--- config.mk ---
export PLATFORM = sky130hd
export DESIGN_NAME = spi_register_sequencer
export DESIGN_NICKNAME = d
export VERILOG_FILES = /design/src/rtl/spi_register_sequencer_pkg.sv /design/src/rtl/spi_pin_sync.sv /design/src/rtl/spi_register_sequencer.sv
export SDC_FILE = /design/constraint.sdc
export NUM_CORES = 1
export LEC_CHECK = 0
export CORE_MARGIN = 4
export CORE_UTILIZATION = 52
export DETAILED_ROUTE_END_ITERATION = 10
export PLACE_DENSITY = 0.75
export SYNTH_ARGS = -nofsm -noshare
export SYNTH_HDL_FRONTEND = slang
export SYNTH_HIERARCHICAL = 1
export SYNTH_SLANG_ARGS = --single-unit
--- constraint.sdc ---
create_clock -name clk -period 2.16 [get_ports clk]
set_clock_uncertainty 0.2 [all_clocks]
set_input_delay 0.54 -clock clk [delete_from_list [all_inputs] [get_ports clk]]
set_output_delay 0.54 -clock clk [all_outputs]
set_load 0.02 [all_outputs]
--- src/rtl/spi_register_sequencer_pkg.sv ---
// Shared constants and state encoding for the SPI-to-register-bus sequencer.
package spi_register_sequencer_pkg;

    localparam int CMD_READ_BIT = 7;
    localparam int DEF_ADDR_W   = 7;
    localparam int DEF_DATA_W   = 8;

    typedef enum logic [1:0] {
        ST_IDLE,
        ST_CMD,
        ST_WDATA,
        ST_RDATA
    } state_t;

endpackage

--- src/rtl/spi_pin_sync.sv ---
// Synchronises RSPCK/MOSI/SSL into the clk domain and flags RSPCK/SSL edges.
module spi_pin_sync #(
    parameter int SYNC_STAGES = 2
) (
    input  logic clk,
    input  logic rst,
    input  logic i_sck,
    input  logic i_mosi,
    input  logic i_ssl,
    output logic o_mosi,
    output logic o_sck_rise,
    output logic o_sck_fall,
    output logic o_ssl_rise,
    output logic o_ssl_fall
);

    logic [SYNC_STAGES-1:0] r_sck;
    logic [SYNC_STAGES-1:0] r_mosi;
    logic [SYNC_STAGES-1:0] r_ssl;
    logic                   r_sck_d;
    logic                   r_ssl_d;

    // SSL resets deselected so leaving reset never looks like a frame edge
    always_ff @(posedge clk or posedge rst) begin
        if (rst) begin
            r_sck   <= '0;
            r_mosi  <= '0;
            r_ssl   <= '1;
            r_sck_d <= 1'b0;
            r_ssl_d <= 1'b1;
        end else begin
            r_sck   <= {r_sck[SYNC_STAGES-2:0], i_sck};
            r_mosi  <= {r_mosi[SYNC_STAGES-2:0], i_mosi};
            r_ssl   <= {r_ssl[SYNC_STAGES-2:0], i_ssl};
            r_sck_d <= r_sck[SYNC_STAGES-1];
            r_ssl_d <= r_ssl[SYNC_STAGES-1];
        end
    end

    assign o_mosi     = r_mosi[SYNC_STAGES-1];
    assign o_sck_rise =  r_sck[SYNC_STAGES-1] & ~r_sck_d;
    assign o_sck_fall = ~r_sck[SYNC_STAGES-1] &  r_sck_d;
    assign o_ssl_rise =  r_ssl[SYNC_STAGES-1] & ~r_ssl_d;
    assign o_ssl_fall = ~r_ssl[SYNC_STAGES-1] &  r_ssl_d;

endmodule

--- src/rtl/spi_register_sequencer.sv ---
// SPI slave front end that turns command/data bytes into auto-incrementing
// register writes and prefetching register reads.
module spi_register_sequencer
    import spi_register_sequencer_pkg::*;
#(
    parameter int ADDR_W      = DEF_ADDR_W,
    parameter int DATA_W      = DEF_DATA_W,
    parameter int SYNC_STAGES = 2
) (
    input  logic              clk,
    input  logic              rst,
    input  logic              RSPCK,
    input  logic              MOSI,
    output logic              MISO,
    input  logic              SSL,
    output logic [ADDR_W-1:0] reg_addr,
    output logic [DATA_W-1:0] reg_wdata,
    output logic              reg_we,
    output logic              reg_re,
    input  logic [DATA_W-1:0] reg_rdata,
    output logic              frame_active,
    output logic              frame_error
);

    localparam logic [ADDR_W-1:0] ADDR_ONE = 1;

    logic w_mosi, w_sck_rise, w_sck_fall, w_ssl_rise, w_ssl_fall;

    spi_pin_sync #(.SYNC_STAGES(SYNC_STAGES)) u_sync (
        .clk        (clk),
        .rst        (rst),
        .i_sck      (RSPCK),
        .i_mosi     (MOSI),
        .i_ssl      (SSL),
        .o_mosi     (w_mosi),
        .o_sck_rise (w_sck_rise),
        .o_sck_fall (w_sck_fall),
        .o_ssl_rise (w_ssl_rise),
        .o_ssl_fall (w_ssl_fall)
    );

    state_t              r_state, w_next;
    logic [2:0]          r_cnt;
    logic [DATA_W-2:0]   r_rx;
    logic [DATA_W-1:0]   r_tx;
    logic [ADDR_W-1:0]   r_addr;
    logic [DATA_W-1:0]   r_wdata;
    logic                r_we, r_re, r_re_d, r_err;

    logic                w_active, w_rise, w_fall, w_byte_done;
    logic [DATA_W-1:0]   w_byte;

    // Edges only count inside a frame; state drops to IDLE on the SSL-rise
    // edge, so a byte completing in that same clk still lands.
    assign w_active    = (r_state != ST_IDLE);
    assign w_rise      = w_sck_rise & w_active;
    assign w_fall      = w_sck_fall & w_active;
    assign w_byte_done = w_rise & (r_cnt == 3'd7);
    assign w_byte      = {r_rx, w_mosi};

    always_ff @(posedge clk or posedge rst) begin
        if (rst) r_state <= ST_IDLE;
        else     r_state <= w_next;
    end

    always_comb begin
        w_next = r_state;
        case (r_state)
            ST_IDLE: if (w_ssl_fall) w_next = ST_CMD;
            ST_CMD:  if (w_byte_done) w_next = w_byte[CMD_READ_BIT] ? ST_RDATA : ST_WDATA;
            default: w_next = r_state;
        endcase
        if (w_ssl_rise) w_next = ST_IDLE;
    end

    always_ff @(posedge clk or posedge rst) begin
        if (rst) begin
            r_cnt   <= 3'd0;
            r_rx    <= '0;
            r_tx    <= '0;
            r_addr  <= '0;
            r_wdata <= '0;
            r_we    <= 1'b0;
            r_re    <= 1'b0;
            r_re_d  <= 1'b0;
            r_err   <= 1'b0;
        end else begin
            r_we   <= 1'b0;
            r_re   <= 1'b0;
            r_err  <= 1'b0;
            r_re_d <= r_re;

            if (r_we) r_addr <= r_addr + ADDR_ONE;

            if (w_ssl_fall) begin
                r_cnt <= 3'd0;
                r_rx  <= '0;
            end else if (w_ssl_rise) begin
                r_cnt <= 3'd0;
                r_err <= w_active & (r_cnt != 3'd0) & ~w_byte_done;
            end else if (w_rise) begin
                r_cnt <= r_cnt + 3'd1;
                r_rx  <= w_byte[DATA_W-2:0];
            end

            if (w_byte_done) begin
                case (r_state)
                    ST_CMD: begin
                        r_addr <= w_byte[ADDR_W-1:0];
                        r_re   <= w_byte[CMD_READ_BIT];
                    end
                    ST_WDATA: begin
                        r_wdata <= w_byte;
                        r_we    <= 1'b1;
                    end
                    ST_RDATA: begin
                        r_addr <= r_addr + ADDR_ONE;
                        r_re   <= 1'b1;
                    end
                    default: ;
                endcase
            end

            // The fall right after a byte boundary keeps the freshly loaded
            // MSB on the pin; the other seven falls advance it.
            if (w_ssl_fall)
                r_tx <= '0;
            else if (r_re_d)
                r_tx <= reg_rdata;
            else if (w_fall && r_cnt != 3'd0)
                r_tx <= {r_tx[DATA_W-2:0], 1'b0};
        end
    end

    assign MISO         = w_active & r_tx[DATA_W-1];
    assign reg_addr     = r_addr;
    assign reg_wdata    = r_wdata;
    assign reg_we       = r_we;
    assign reg_re       = r_re;
    assign frame_active = w_active;
    assign frame_error  = r_err;

endmodule

Yosys cells after proc, flatten, opt, wreduce, memory -nomap -nowiden
Index checks and enable logic that the tools add are counted.

Add/sub/neg operators: 2. Eq/ne operators: 7. Multiplexer cells: 23. Bitwise gates (word level): 15. Reduce and logical (&&, ||, !) cells: 11.

Operators with widths (count): $mux 7 (5); $mux 8 (3); $pmux 7 s2 (1); $reduce_bool 3->1 (4); $and 1x1->1 (10); $mux 3 (3); $add 7x1->7 const B (1); $mux 1 (6); $mux 2 (3); $not 1->1 (5); $eq 2x2->1 const B (2); $pmux 2 s2 (1); $reduce_and 2->1 (2); $reduce_bool 2->1 (2); $add 3x1->3 const B (1); $eq 3x3->1 const B (1); $ne 3x1->1 const B (1); $ne 3x2->1 const B (1); $reduce_and 3->1 (1); $eq 2x1->1 const B (1); $logic_not 2->1 (1); $ne 2x2->1 const B (1); $pmux 1 s2 (1); $logic_and 1x1->1 (1).

Bits in registers: 47. Bits of input ports: 13.

Depth between registers and ports, before layout
Word-level depth: 8. Depth in mapped cells: 7. Mapped depth without buffers: 6.

Cells and area by module
Netlist, hierarchy kept.

By module, submodules not included: spi_register_sequencer (instances 1, cells an instance 187, area an instance 1826.8 µm²); spi_pin_sync (instances 1, cells an instance 13, area an instance 242.7 µm²).

Worst setup path after synthesis
OpenSTA, ideal clock, no wires.

Path kind: flip-flop to flip-flop. Start point: register r_cnt[0]. End point: register r_addr[3], in the netlist reg_addr[3]. Library setup time: 126 ps. Arrival: 1649 ps. Required time: 1834 ps. Slack: 185 ps. Stages on the path, launching flop included: 8. Path buffers: 1. Clock period less this slack: 1975 ps. Cell sequence: dfrtp_1 -> ha_1 -> ha_1 -> and3_1 -> buf_4 -> mux2i_2 -> nor3b_1 -> a221o_1.

Longest elaborated chain between the ends: 3.

Ends and longest elaborated chain: start: declaration (RTL line spi_register_sequencer.sv:43) `logic [2:0] r_cnt;`; start signal: assignment (RTL line spi_register_sequencer.sv:102) `r_cnt <= r_cnt + 3'd1;`; $eq 3x3->1 (RTL line spi_register_sequencer.sv:58) `assign w_byte_done = w_rise & (r_cnt == 3'd7);`; $and 1x1->1 (RTL line spi_register_sequencer.sv:58); $mux 7 (RTL line spi_register_sequencer.sv:106) `if (w_byte_done) begin`; end signal: assignment (RTL line spi_register_sequencer.sv:93) `if (r_we) r_addr <= r_addr + ADDR_ONE;`; end signal: assignment (RTL line spi_register_sequencer.sv:109) `r_addr <= w_byte[ADDR_W-1:0];`; end signal: assignment (RTL line spi_register_sequencer.sv:117) `r_addr <= r_addr + ADDR_ONE;`; end: declaration (RTL line spi_register_sequencer.sv:46) `logic [ADDR_W-1:0] r_addr;`.

No other way between the ends. A chain may end at the register's enable or synchronous reset.

Final worst setup path
Start point: register r_addr[5], in the netlist reg_addr[5]. End point: output port reg_addr[5].

RTL lines: end: declaration (RTL line spi_register_sequencer.sv:16) `output logic [ADDR_W-1:0] reg_addr,`.

No word-level cell between the ends.

==> impl_metrics.env <==
export IMPL_status="finished, final reports clean"
export IMPL_seqPwrFrac=0.543
export IMPL_cp_arrival_ns=1.37
export IMPL_yosysUniqueCellTypes=37
export IMPL_slowest_delay_ns=0.64
export IMPL_final_util=0.693
export IMPL_worstPathCellList="clkdlybuf4s50_1"
export IMPL_syn_inst=200
export IMPL_synth_edf_count=0
export IMPL_rows=22
export IMPL_finalHoldViolations=0
export IMPL_pwr_density_cell_nw_per_um2=643
export IMPL_netlist_area_leader_share=0.532
export IMPL_setup_viol=0
export IMPL_cts_sinks=47
export IMPL_path_buf_inv=1
export IMPL_vias=1582
export IMPL_fp_dieH_um=71.1
export IMPL_track_usage=0.178
export IMPL_endpoint_kind="primary output"
export IMPL_drive_gt1_frac=0.108
export IMPL_avgRoutedWirePerCell_um=14.8
export IMPL_grt_pass1_wl_mm=7.09
export IMPL_grt_overflow=0
export IMPL_finalNonFillerCells=288
export IMPL_ys_warn_count=6
export IMPL_final_area_um2=2590
export IMPL_hpwl_mm=3.09
export IMPL_crit_family="buffers and inverters"
export IMPL_drt_wl_total_mm=4.25
export IMPL_remaining_drc_errors=0
export IMPL_cts_root_buffer_cell="clkbuf_8"
export IMPL_p_switching_mw=0.351
export IMPL_syn_avg_cell_area_um2=10.3
export IMPL_cp_max_fo=6
export IMPL_via_per_inst=5.49
export IMPL_placed_cells_incl_taps=280
export IMPL_die_area_um2=5050
export IMPL_slowest_stage="clkdlybuf4s50_1"
export IMPL_tightest_slew_ns=0.414
export IMPL_antenna_found_initial=0
export IMPL_grt_pass1_vias=1543
export IMPL_final_net_count=256
export IMPL_synth_top_cells_by_count="dfrtp_1 (44), nand2_1 (37), nor2_1 (14)"
export IMPL_gp_congestion=0.843
export IMPL_synth_largest_area_cell="dfrtp_1"
export IMPL_intPower_mw=1.32
export IMPL_whs_ns=0.158
export IMPL_min_path_type="flip-flop to flip-flop"
export IMPL_io_buffers=32
export IMPL_final_max_slew_violation_count=0
export IMPL_cts_tree="done"
export IMPL_clk_insertion_delay_late_ns=0.30
export IMPL_htree_levels=2
export IMPL_synth_seq_cells=47
export IMPL_yosysMostFrequentCell="dfrtp_1"
export IMPL_ir_worst_vdd_v=0.000563
export IMPL_clk_pin_slew_ns=0.08
export IMPL_ys_seq_area_frac=0.570
export IMPL_synth_area_top_cells="dfrtp_1 (53%), nand2_1 (6.7%), mux2i_1 (4.8%)"
export IMPL_firstDrtPassIters=4
export IMPL_coreArea_um2=3740
export IMPL_initial_core_util=0.553
export IMPL_placed_area_um2=2480
export IMPL_p_comb_frac=0.063
export IMPL_ios=33
export IMPL_clockPowerShare=0.395
export IMPL_die_x_um=71.1
export IMPL_drt_iter0_drc=124
export IMPL_required_ns=1.42
export IMPL_netlist_area_um2=2070
export IMPL_synth_ff_type="dfrtp_1"
export IMPL_n_antenna_cell=0
export IMPL_post_route_period_util=0.977
export IMPL_setup_tns_ns=0
export IMPL_crit_path_start_kind="flip-flop"
export IMPL_grt_start_max_net_pins=40
export IMPL_synthArstFlopShare=1.00
export IMPL_min_period_ns=2.11
export IMPL_area_delta_synth_final_pct=25.3
export IMPL_clockBufferDepth=2
export IMPL_fmax_mhz=474
export IMPL_cap_violations=0
export IMPL_cts_buffers=5
export IMPL_maxSlewHeadroom=0.723
export IMPL_synth_nets=217
export IMPL_power_leakage_nw=1.30
export IMPL_postRouteAntennaNets=0
export IMPL_swShare=0.211
export IMPL_critPathKind="flip-flop to primary output"
[cells in the final DEF (no fill, tap or decap), types with 6 or more instances in the layout]
cell,n
clkbuf_8,6
a211oi_1,8
dfrtp_1,44
o21ai_0,13
inv_1,11
nand2_1,37
clkdlybuf4s50_1,28
nor2_1,14
buf_4,6
a21oi_1,12
mux2i_1,10
[final timing paths]
kind,start,endpoint,slack (ns),depth (start not counted)
min in group asynchronous,rst,u_sync/r_sck[1]$_DFF_PP0_,0.30,2
setup reg to reg,r_cnt[1]$_DFFE_PP0P_,reg_addr[3]$_DFF_PP0_,0.13,6
hold reg to reg,u_sync/r_mosi[0]$_DFF_PP0_,u_sync/r_mosi[1]$_DFF_PP0_,0.16,0
hold / removal,u_sync/r_mosi[0]$_DFF_PP0_,u_sync/r_mosi[1]$_DFF_PP0_,0.16,0
max in group asynchronous,rst,r_tx[7]$_DFFE_PP0P_,1.14,3
setup / recovery,reg_addr[5]$_DFF_PP0_,reg_addr[5],0.05,1
[kinds of logic after synthesis]
family,after synthesis,synth area share
flip-flops,47,0.570
buffers and inverters,19,0.0405
AO/OA/AOI/OAI,45,0.143
XOR/XNOR,2,0.00847
multiplexers,11,0.0550
adder cells (fa/ha/maj),4,0.0242
AND/OR/NAND/NOR,72,0.159
[stage by stage]
| stage | setup WS (ns) | total power, mW |
|---|---|---|
| after global routing | -0.00282 | 1.73 |
| after global placement | 0.0981 | 1.03 |
| after detailed placement | 0.101 | 1.03 |
| after CTS | 0.00714 | 1.68 |
| after floorplan | 0.185 | 0.977 |
| final | 0.0493 | 1.67 |
[routing by layer]
| layer | part of all wire | wire length [µm] | global-route usage | vias up |
|---|---|---|---|---|
| met5 | 0 | 0 | 0 | - |
| met1 | 0.46 | 1970 | 0.247 | 762 |
| li1 | - | - | - | 771 |
| met4 | 0.012 | 51 | 0.0647 | 0 |
| met2 | 0.47 | 2010 | 0.271 | 43 |
| met3 | 0.051 | 219 | 0.0483 | 6 |
[registers in the layout, summed over array words and instances (netlist names)]
register and cells:
r_tx 8, reg_wdata 8, r_rx 7, reg_addr 7
r_cnt 3, r_state 2, u_sync/r_mosi 2, u_sync/r_sck 2
u_sync/r_ssl 2, frame_error 1, r_re_d 1, reg_re 1
reg_we 1, u_sync/r_sck_d 1, u_sync/r_ssl_d 1
[power by group through the flow]
stage                     Clock (mW)  Sequential (mW)  Combinational (mW)
after global routing           0.708            0.907               0.116
after detailed placement           0            0.922               0.108
after global placement             0            0.921               0.104
final                          0.658            0.905               0.105
after CTS                      0.667            0.905               0.107
after floorplan                    0            0.920              0.0568
[final cells by class]
| class | count | area [µm²] |
|---|---|---|
| flip-flops and latches | 47 | 1180 |
| well taps | 48 | 60.1 |
| fillers | 309 | 1150 |
| clock inverters | 2 | 35.0 |
| multi-input cells | 134 | 806 |
| clock buffers | 6 | 82.6 |
| repair buffers | 39 | 384 |
| inverters | 12 | 45.0 |
[timing repair]
action                                 CTS  global route
buffers inserted                         0             0
resized for setup                        3             3
hold buffers                             0             0
endpoints found under the hold margin    0             0
setup endpoints to repair                2             3
Power figures use the tool's default switching activity.
